===== config.mk =====
export PLATFORM = sky130hd
export DESIGN_NAME = tbus_rx
export DESIGN_NICKNAME = d
export VERILOG_FILES = /design/src/rtl/tbus_pkg.sv /design/src/rtl/tbus_rx_fifo2.sv /design/src/rtl/tbus_rx.sv
export SDC_FILE = /design/constraint.sdc
export NUM_CORES = 1
export LEC_CHECK = 0
export BUFFER_PORTS_ARGS = -buffer_cell sky130_fd_sc_hd__clkbuf_2
export CELL_PAD_IN_SITES_DETAIL_PLACEMENT = 1
export CELL_PAD_IN_SITES_GLOBAL_PLACEMENT = 1
export CORE_MARGIN = 1
export CORE_UTILIZATION = 44
export CTS_BUF_LIST = sky130_fd_sc_hd__clkbuf_2 sky130_fd_sc_hd__clkbuf_4 sky130_fd_sc_hd__clkbuf_8
export DETAILED_ROUTE_END_ITERATION = 7
export GPL_ROUTABILITY_DRIVEN = 0
export PLACE_DENSITY = 0.74
export SLEW_MARGIN = 20
export SYNTH_ARGS = -nofsm -noshare
export SYNTH_HDL_FRONTEND = slang
export SYNTH_SLANG_ARGS = --single-unit
export TNS_END_PERCENT = 10

===== constraint.sdc =====
create_clock -name clk -period 2.9 [get_ports clk]
set_input_delay 0.29 -clock clk [delete_from_list [all_inputs] [get_ports clk]]
set_output_delay 0.29 -clock clk [all_outputs]
set_load 0.05 [all_outputs]

===== src/rtl/tbus_pkg.sv =====
// tbus_pkg: shared types and constants for the tristate-bus receiver.
//   tbus_rx_state_t    - receiver FSM states
//   TBUS_W_DEFAULT     - default data bits per frame
//   TBUS_GUARD_DEFAULT - default turnaround guard length in cycles
//   TBUS_GCNT_W        - guard down-counter width (guard length 1..15)
package tbus_pkg;

    typedef enum logic [1:0] {
        ST_IDLE  = 2'd0,
        ST_DATA  = 2'd1,
        ST_STOP  = 2'd2,
        ST_GUARD = 2'd3
    } tbus_rx_state_t;

    localparam int TBUS_W_DEFAULT     = 8;
    localparam int TBUS_GUARD_DEFAULT = 2;
    localparam int TBUS_GCNT_W        = 4;

endpackage


===== src/rtl/tbus_rx_fifo2.sv =====
// tbus_rx_fifo2: 2-entry valid/ready word buffer for the bus receiver.
//   clk, rstb           - clock, asynchronous active-low reset
//   push, push_data     - write request and word
//   out_data, out_valid - head word and non-empty flag
//   out_ready           - consumer takes the head when out_valid & out_ready
//   overrun             - one-cycle pulse when a push is dropped (buffer full)
// A pop and a push on the same edge are both honoured: the pop frees its
// slot first, so a full buffer still accepts the incoming word.
module tbus_rx_fifo2
    import tbus_pkg::*;
#(
    parameter int W = TBUS_W_DEFAULT
) (
    input  logic         clk,
    input  logic         rstb,
    input  logic         push,
    input  logic [W-1:0] push_data,
    output logic [W-1:0] out_data,
    output logic         out_valid,
    input  logic         out_ready,
    output logic         overrun
);

    logic [W-1:0] head_r;
    logic [W-1:0] tail_r;
    logic [1:0]   count_r;
    logic         valid_r;
    logic         overrun_r;
    logic         pop_s;

    // Pop qualifier: consumer handshake on a non-empty buffer.
    always_comb begin
        pop_s = 1'b0;
        if (valid_r && out_ready) begin
            pop_s = 1'b1;
        end else begin
            pop_s = 1'b0;
        end
    end

    // Buffer storage, occupancy and overrun pulse.
    always_ff @(posedge clk or negedge rstb) begin
        if (!rstb) begin
            head_r    <= {W{1'b0}};
            tail_r    <= {W{1'b0}};
            count_r   <= 2'd0;
            valid_r   <= 1'b0;
            overrun_r <= 1'b0;
        end else begin
            overrun_r <= 1'b0;
            case ({push, pop_s})
                2'b10: begin
                    case (count_r)
                        2'd0: begin
                            head_r  <= push_data;
                            count_r <= 2'd1;
                            valid_r <= 1'b1;
                        end
                        2'd1: begin
                            tail_r  <= push_data;
                            count_r <= 2'd2;
                        end
                        default: begin
                            overrun_r <= 1'b1;
                        end
                    endcase
                end
                2'b01: begin
                    head_r  <= tail_r;
                    count_r <= count_r - 2'd1;
                    valid_r <= (count_r == 2'd2);
                end
                2'b11: begin
                    // Occupancy is unchanged; the head advances.
                    if (count_r == 2'd2) begin
                        head_r <= tail_r;
                        tail_r <= push_data;
                    end else begin
                        head_r <= push_data;
                    end
                end
                default: begin
                    count_r <= count_r;
                end
            endcase
        end
    end

    assign out_data  = head_r;
    assign out_valid = valid_r;
    assign overrun   = overrun_r;

endmodule


===== src/rtl/tbus_rx.sv =====
// tbus_rx: receiving end of the shared single-wire tristate bus.
//   clk, rstb  - clock (one bus bit per cycle), asynchronous active-low reset
//   en         - receiver enable; low aborts any frame and holds IDLE
//   rxd        - resolved bus line (idle/released reads 1)
//   out_data   - head-of-buffer word
//   out_valid  - buffer non-empty
//   out_ready  - consumer accept
//   frame_err  - one-cycle pulse when the stop bit samples 0
//   overrun    - one-cycle pulse when a good word is dropped (buffer full)
//   busy       - receiver is not idle
// Frame: start bit (0), W data bits LSB first, stop bit (1), then a guard
// window of GUARD cycles in which the line is ignored while the remote
// driver releases the bus.
module tbus_rx
    import tbus_pkg::*;
#(
    parameter int W     = TBUS_W_DEFAULT,
    parameter int GUARD = TBUS_GUARD_DEFAULT
) (
    input  logic         clk,
    input  logic         rstb,
    input  logic         en,
    input  logic         rxd,
    output logic [W-1:0] out_data,
    output logic         out_valid,
    input  logic         out_ready,
    output logic         frame_err,
    output logic         overrun,
    output logic         busy
);

    localparam int BCW = $clog2(W + 1);
    localparam logic [BCW-1:0]         LAST_BIT   = BCW'(W - 1);
    localparam logic [TBUS_GCNT_W-1:0] GUARD_LOAD = TBUS_GCNT_W'(GUARD - 1);

    tbus_rx_state_t         state_r;
    logic [BCW-1:0]         bit_cnt_r;
    logic [TBUS_GCNT_W-1:0] guard_cnt_r;
    logic [W-1:0]           shift_r;
    logic                   frame_err_r;
    logic                   busy_r;
    logic                   push_s;

    // A good stop bit pushes the assembled word into the buffer.
    always_comb begin
        push_s = 1'b0;
        if (en && (state_r == ST_STOP) && rxd) begin
            push_s = 1'b1;
        end else begin
            push_s = 1'b0;
        end
    end

    // Frame FSM with shift register, counters and registered status outputs.
    // busy_r is loaded from the next state so it tracks state != IDLE.
    always_ff @(posedge clk or negedge rstb) begin
        if (!rstb) begin
            state_r     <= ST_IDLE;
            bit_cnt_r   <= {BCW{1'b0}};
            guard_cnt_r <= {TBUS_GCNT_W{1'b0}};
            shift_r     <= {W{1'b0}};
            frame_err_r <= 1'b0;
            busy_r      <= 1'b0;
        end else begin
            frame_err_r <= 1'b0;
            if (!en) begin
                state_r <= ST_IDLE;
                busy_r  <= 1'b0;
            end else begin
                case (state_r)
                    ST_IDLE: begin
                        if (!rxd) begin
                            bit_cnt_r <= {BCW{1'b0}};
                            state_r   <= ST_DATA;
                            busy_r    <= 1'b1;
                        end else begin
                            state_r <= ST_IDLE;
                            busy_r  <= 1'b0;
                        end
                    end
                    ST_DATA: begin
                        // Shift in at the MSB so the first bit ends at the LSB.
                        shift_r   <= {rxd, shift_r[W-1:1]};
                        bit_cnt_r <= bit_cnt_r + BCW'(1'b1);
                        busy_r    <= 1'b1;
                        if (bit_cnt_r == LAST_BIT) begin
                            state_r <= ST_STOP;
                        end else begin
                            state_r <= ST_DATA;
                        end
                    end
                    ST_STOP: begin
                        if (!rxd) begin
                            frame_err_r <= 1'b1;
                        end else begin
                            frame_err_r <= 1'b0;
                        end
                        guard_cnt_r <= GUARD_LOAD;
                        state_r     <= ST_GUARD;
                        busy_r      <= 1'b1;
                    end
                    ST_GUARD: begin
                        if (guard_cnt_r == {TBUS_GCNT_W{1'b0}}) begin
                            state_r <= ST_IDLE;
                            busy_r  <= 1'b0;
                        end else begin
                            guard_cnt_r <= guard_cnt_r - TBUS_GCNT_W'(1'b1);
                            busy_r      <= 1'b1;
                        end
                    end
                    default: begin
                        state_r <= ST_IDLE;
                        busy_r  <= 1'b0;
                    end
                endcase
            end
        end
    end

    tbus_rx_fifo2 #(
        .W(W)
    ) u_fifo (
        .clk      (clk),
        .rstb     (rstb),
        .push     (push_s),
        .push_data(shift_r),
        .out_data (out_data),
        .out_valid(out_valid),
        .out_ready(out_ready),
        .overrun  (overrun)
    );

    assign frame_err = frame_err_r;
    assign busy      = busy_r;

endmodule

==> summary.txt <==
vias in the first global route: 1653
Pwr Density: 812.0 nW/um^2
DRC Markers: 8
Post CTS Setup Buffer Count: 0
Tot Pwr: 0.001856 W
Crit path arrival time: 2.54 ns
Post-Synth XOR/XNOR Area: 0%
area grow syn2layout: 10.73%
Peak supply drop: 0.3003 mV
final instance area: 2286 sq um
Mapped Nets: 206
I/O pin count: 17
wire length per cell: 17.20 um
first-pass GRT wire length: 7817 um
crit path kind: reg2reg
post-synthesis sequential area ratio: 48.48%
Netlist cell types: 40
Mean Syn Cell Area: 11.10 sq um
fin crit share: 81.72%
Async S/R FF share, synth: 100.0%
TritonCTS clock tree: built
Antenna Nets Post-Route: 0
Area after DPL: 2188 sq um
# rows: 24
die area: 4970 sq um
area fraction in compound gates after synthesis: 17.64%
DP HPWL: 3386 um
Port Buf Inserts: 16
initial antenna violation count: 0
clk root buf: clkbuf_8
max-slew violations: 0
mux share of post-synthesis cell area: 10.18%
Hold Buf Count CTS: 0
static leakage: 1.052 nW
GRT Total Usage: 20.05%
largest net degree at the start of global routing: 41
nets: 224
Worst Path Required: 3.07 ns
top cell type's share of synthesized area: 48.48%
Die Y: 70.50 um
area of the multi-input gates: 993.5 sq um
worst skew pair latency: 0.28 ns
share of layout cells above drive strength 1: 22.93%
relative slew slack: 41.48%
Post-synth EDFFs: 0
adder-cell share of the synthesized area: 9.091%
status: complete, but fails checks
Least-Margin Pin Slew: 0.8777 ns
Max Buffers Root-to-Sink: 2
Die W: 70.50 um
DRT Wirelength: 4421 um
CTS H-tree depth: 2
Sink Count: 40
CP startpoint kind: register
final setup fails: 0
Max Clock Skew: 0.003135 ns
TNS Setup: 0 ns
Synth area leader: dfrtp_1
Mapped Cells: 186
Yosys reg bits: 40
top-count cell post-synth: dfrtp_1
Storage cell area: 1001 sq um
Cell Area, Synth: 2064 sq um
effective utilization at floorplan: 46.45%
Fill cells: 507
Via density: 5.790
main flop type after synthesis: dfrtp_1
main area contributors after synthesis: dfrtp_1 (48%), ha_1 (9.1%), mux2_2 (8.7%)
final hold vios: 0
ant diodes: 0
CP endpoint kind: register
clock-pin slew on the worst setup and hold paths: 0.07 ns
Period minus WS final: 2.370 ns
GRT overflow: 0
Hold Path Class: in2async
synth warn: 0
core box area: 4444 sq um
CP max FO: 8
simple-gate portion of the synthesized area: 11.21%
CTS Buf Count: 5
Post-CTS Resized: 0
Post-synth top cells: dfrtp_1 (40), o21ai_0 (19), mux2_2 (16), ha_1 (15), nand3_1 (12)
via count: 1488
largest family of logic cells by synthesized area: compound AO/OA/AOI/OAI gates
drt pass-1 iters: 6
RSZ-0062 raised after global routing: no
failing checks: DRC
Max Freq: 0.4220 GHz
max_cap viols: 0
DRT iter0 DRCs: 54
-- per-stage QoR --
stage | hold slack, ns | worst slack [ns] | util (%) | instances
CTS | 0.1840 | 0.5365 | 51.44 | 257
floorplan | -0.005591 | 0.5889 | - | 186
global route | 0.1958 | 0.3860 | 51.44 | 257
detailed placement | 0.4966 | 0.5703 | 49.24 | 249
finish | 0.1163 | 0.5301 | 51.44 | 257
global placement | 0.4759 | 0.6966 | 49.24 | 249
-- cell type report --
type                       instances  area share [%]
clock buffer                       8           4.269
inverter                          13           2.135
multi-input combinational        128           43.46
sequential                        40           43.79
tap                               52           2.846
timing repair buffer              16           3.503
-- report_power, final --
| group | internal (W) | total, W | switching, W |
|---|---|---|---|
| registers | 0.000693 | 0.000803 | 0.000110 |
| clock network | 0.000213 | 0.000397 | 0.000184 |
| logic | 0.000198 | 0.000656 | 0.000458 |
-- worst max-delay path, stage by stage (launching register included) --
cell and delay, ns:
dfrtp_1 0.43, inv_1 0.17, ha_1 0.24, nand3_1 0.18
inv_1 0.16, ha_1 0.22, mux2i_1 0.12, a21oi_2 0.35
mux2_2 0.39
-- cell usage in the layout (no fill, tap or decap), types with 2 or more instances in the layout --
cell | netlist | layout
nand3b_1 | 2 | 2
nor3b_1 | 5 | 5
clkbuf_2 | 0 | 15
ha_1 | 15 | 15
a211oi_1 | 2 | 2
clkbuf_4 | 0 | 2
o21ai_0 | 19 | 19
inv_1 | 11 | 11
clkbuf_8 | 0 | 6
dfrtp_1 | 40 | 40
nand2_1 | 7 | 7
a21o_1 | 2 | 2
nand2b_1 | 3 | 3
mux2i_1 | 3 | 3
nand3_1 | 12 | 12
a31oi_1 | 8 | 8
mux2_2 | 16 | 16
and2_1 | 2 | 2
a21oi_1 | 10 | 10
clkinv_1 | 2 | 2
nor2_1 | 2 | 2
-- flip-flops by register name, indices dropped and copies added (netlist names) --
| signal | flops |
|---|---|
| u_fifo.out_data | 8 |
| frame_err | 1 |
| u_fifo.count_r | 2 |
| shift_r | 8 |
| guard_cnt_r | 4 |
| bit_cnt_r | 4 |
| u_fifo.out_valid | 1 |
| u_fifo.overrun | 1 |
| u_fifo.tail_r | 8 |
| busy | 1 |
| state_r | 2 |
-- kinds of logic (layout without fill, tap and decap cells) --
family | Yosys count | in the layout
mux | 19 | 19
compound gates | 54 | 54
buf+inv | 18 | 37
fa+ha+maj | 15 | 15
simple gates | 40 | 40
flops | 40 | 40
-- worst paths after layout --
kind / to / cells past startpoint / start / slack [ns]
max: u_fifo.tail_r[1]$_DFFE_PN0P_ / 8 / state_r[0]$_DFFE_PN0P_ / 0.53
min: u_fifo.overrun$_DFF_PN0_ / 1 / rstb / 0.12
max reg2reg: u_fifo.tail_r[1]$_DFFE_PN0P_ / 8 / state_r[0]$_DFFE_PN0P_ / 0.53
min reg2reg: u_fifo.tail_r[3]$_DFFE_PN0P_ / 1 / u_fifo.tail_r[3]$_DFFE_PN0P_ / 0.53
max in group asynchronous: u_fifo.out_data[4]$_DFFE_PN0P_ / 1 / rstb / 2.23
min in group clk: frame_err$_DFF_PN0_ / 2 / rxd / 0.24
-- routing by layer --
metal,part of all wire (%),global-route usage [%]
met1,44,22.95
met2,52,37.65
met3,2.2,3.030
met4,1.5,7.256
met5,0,0
Note: power is estimated with default switching activity, not from simulation.
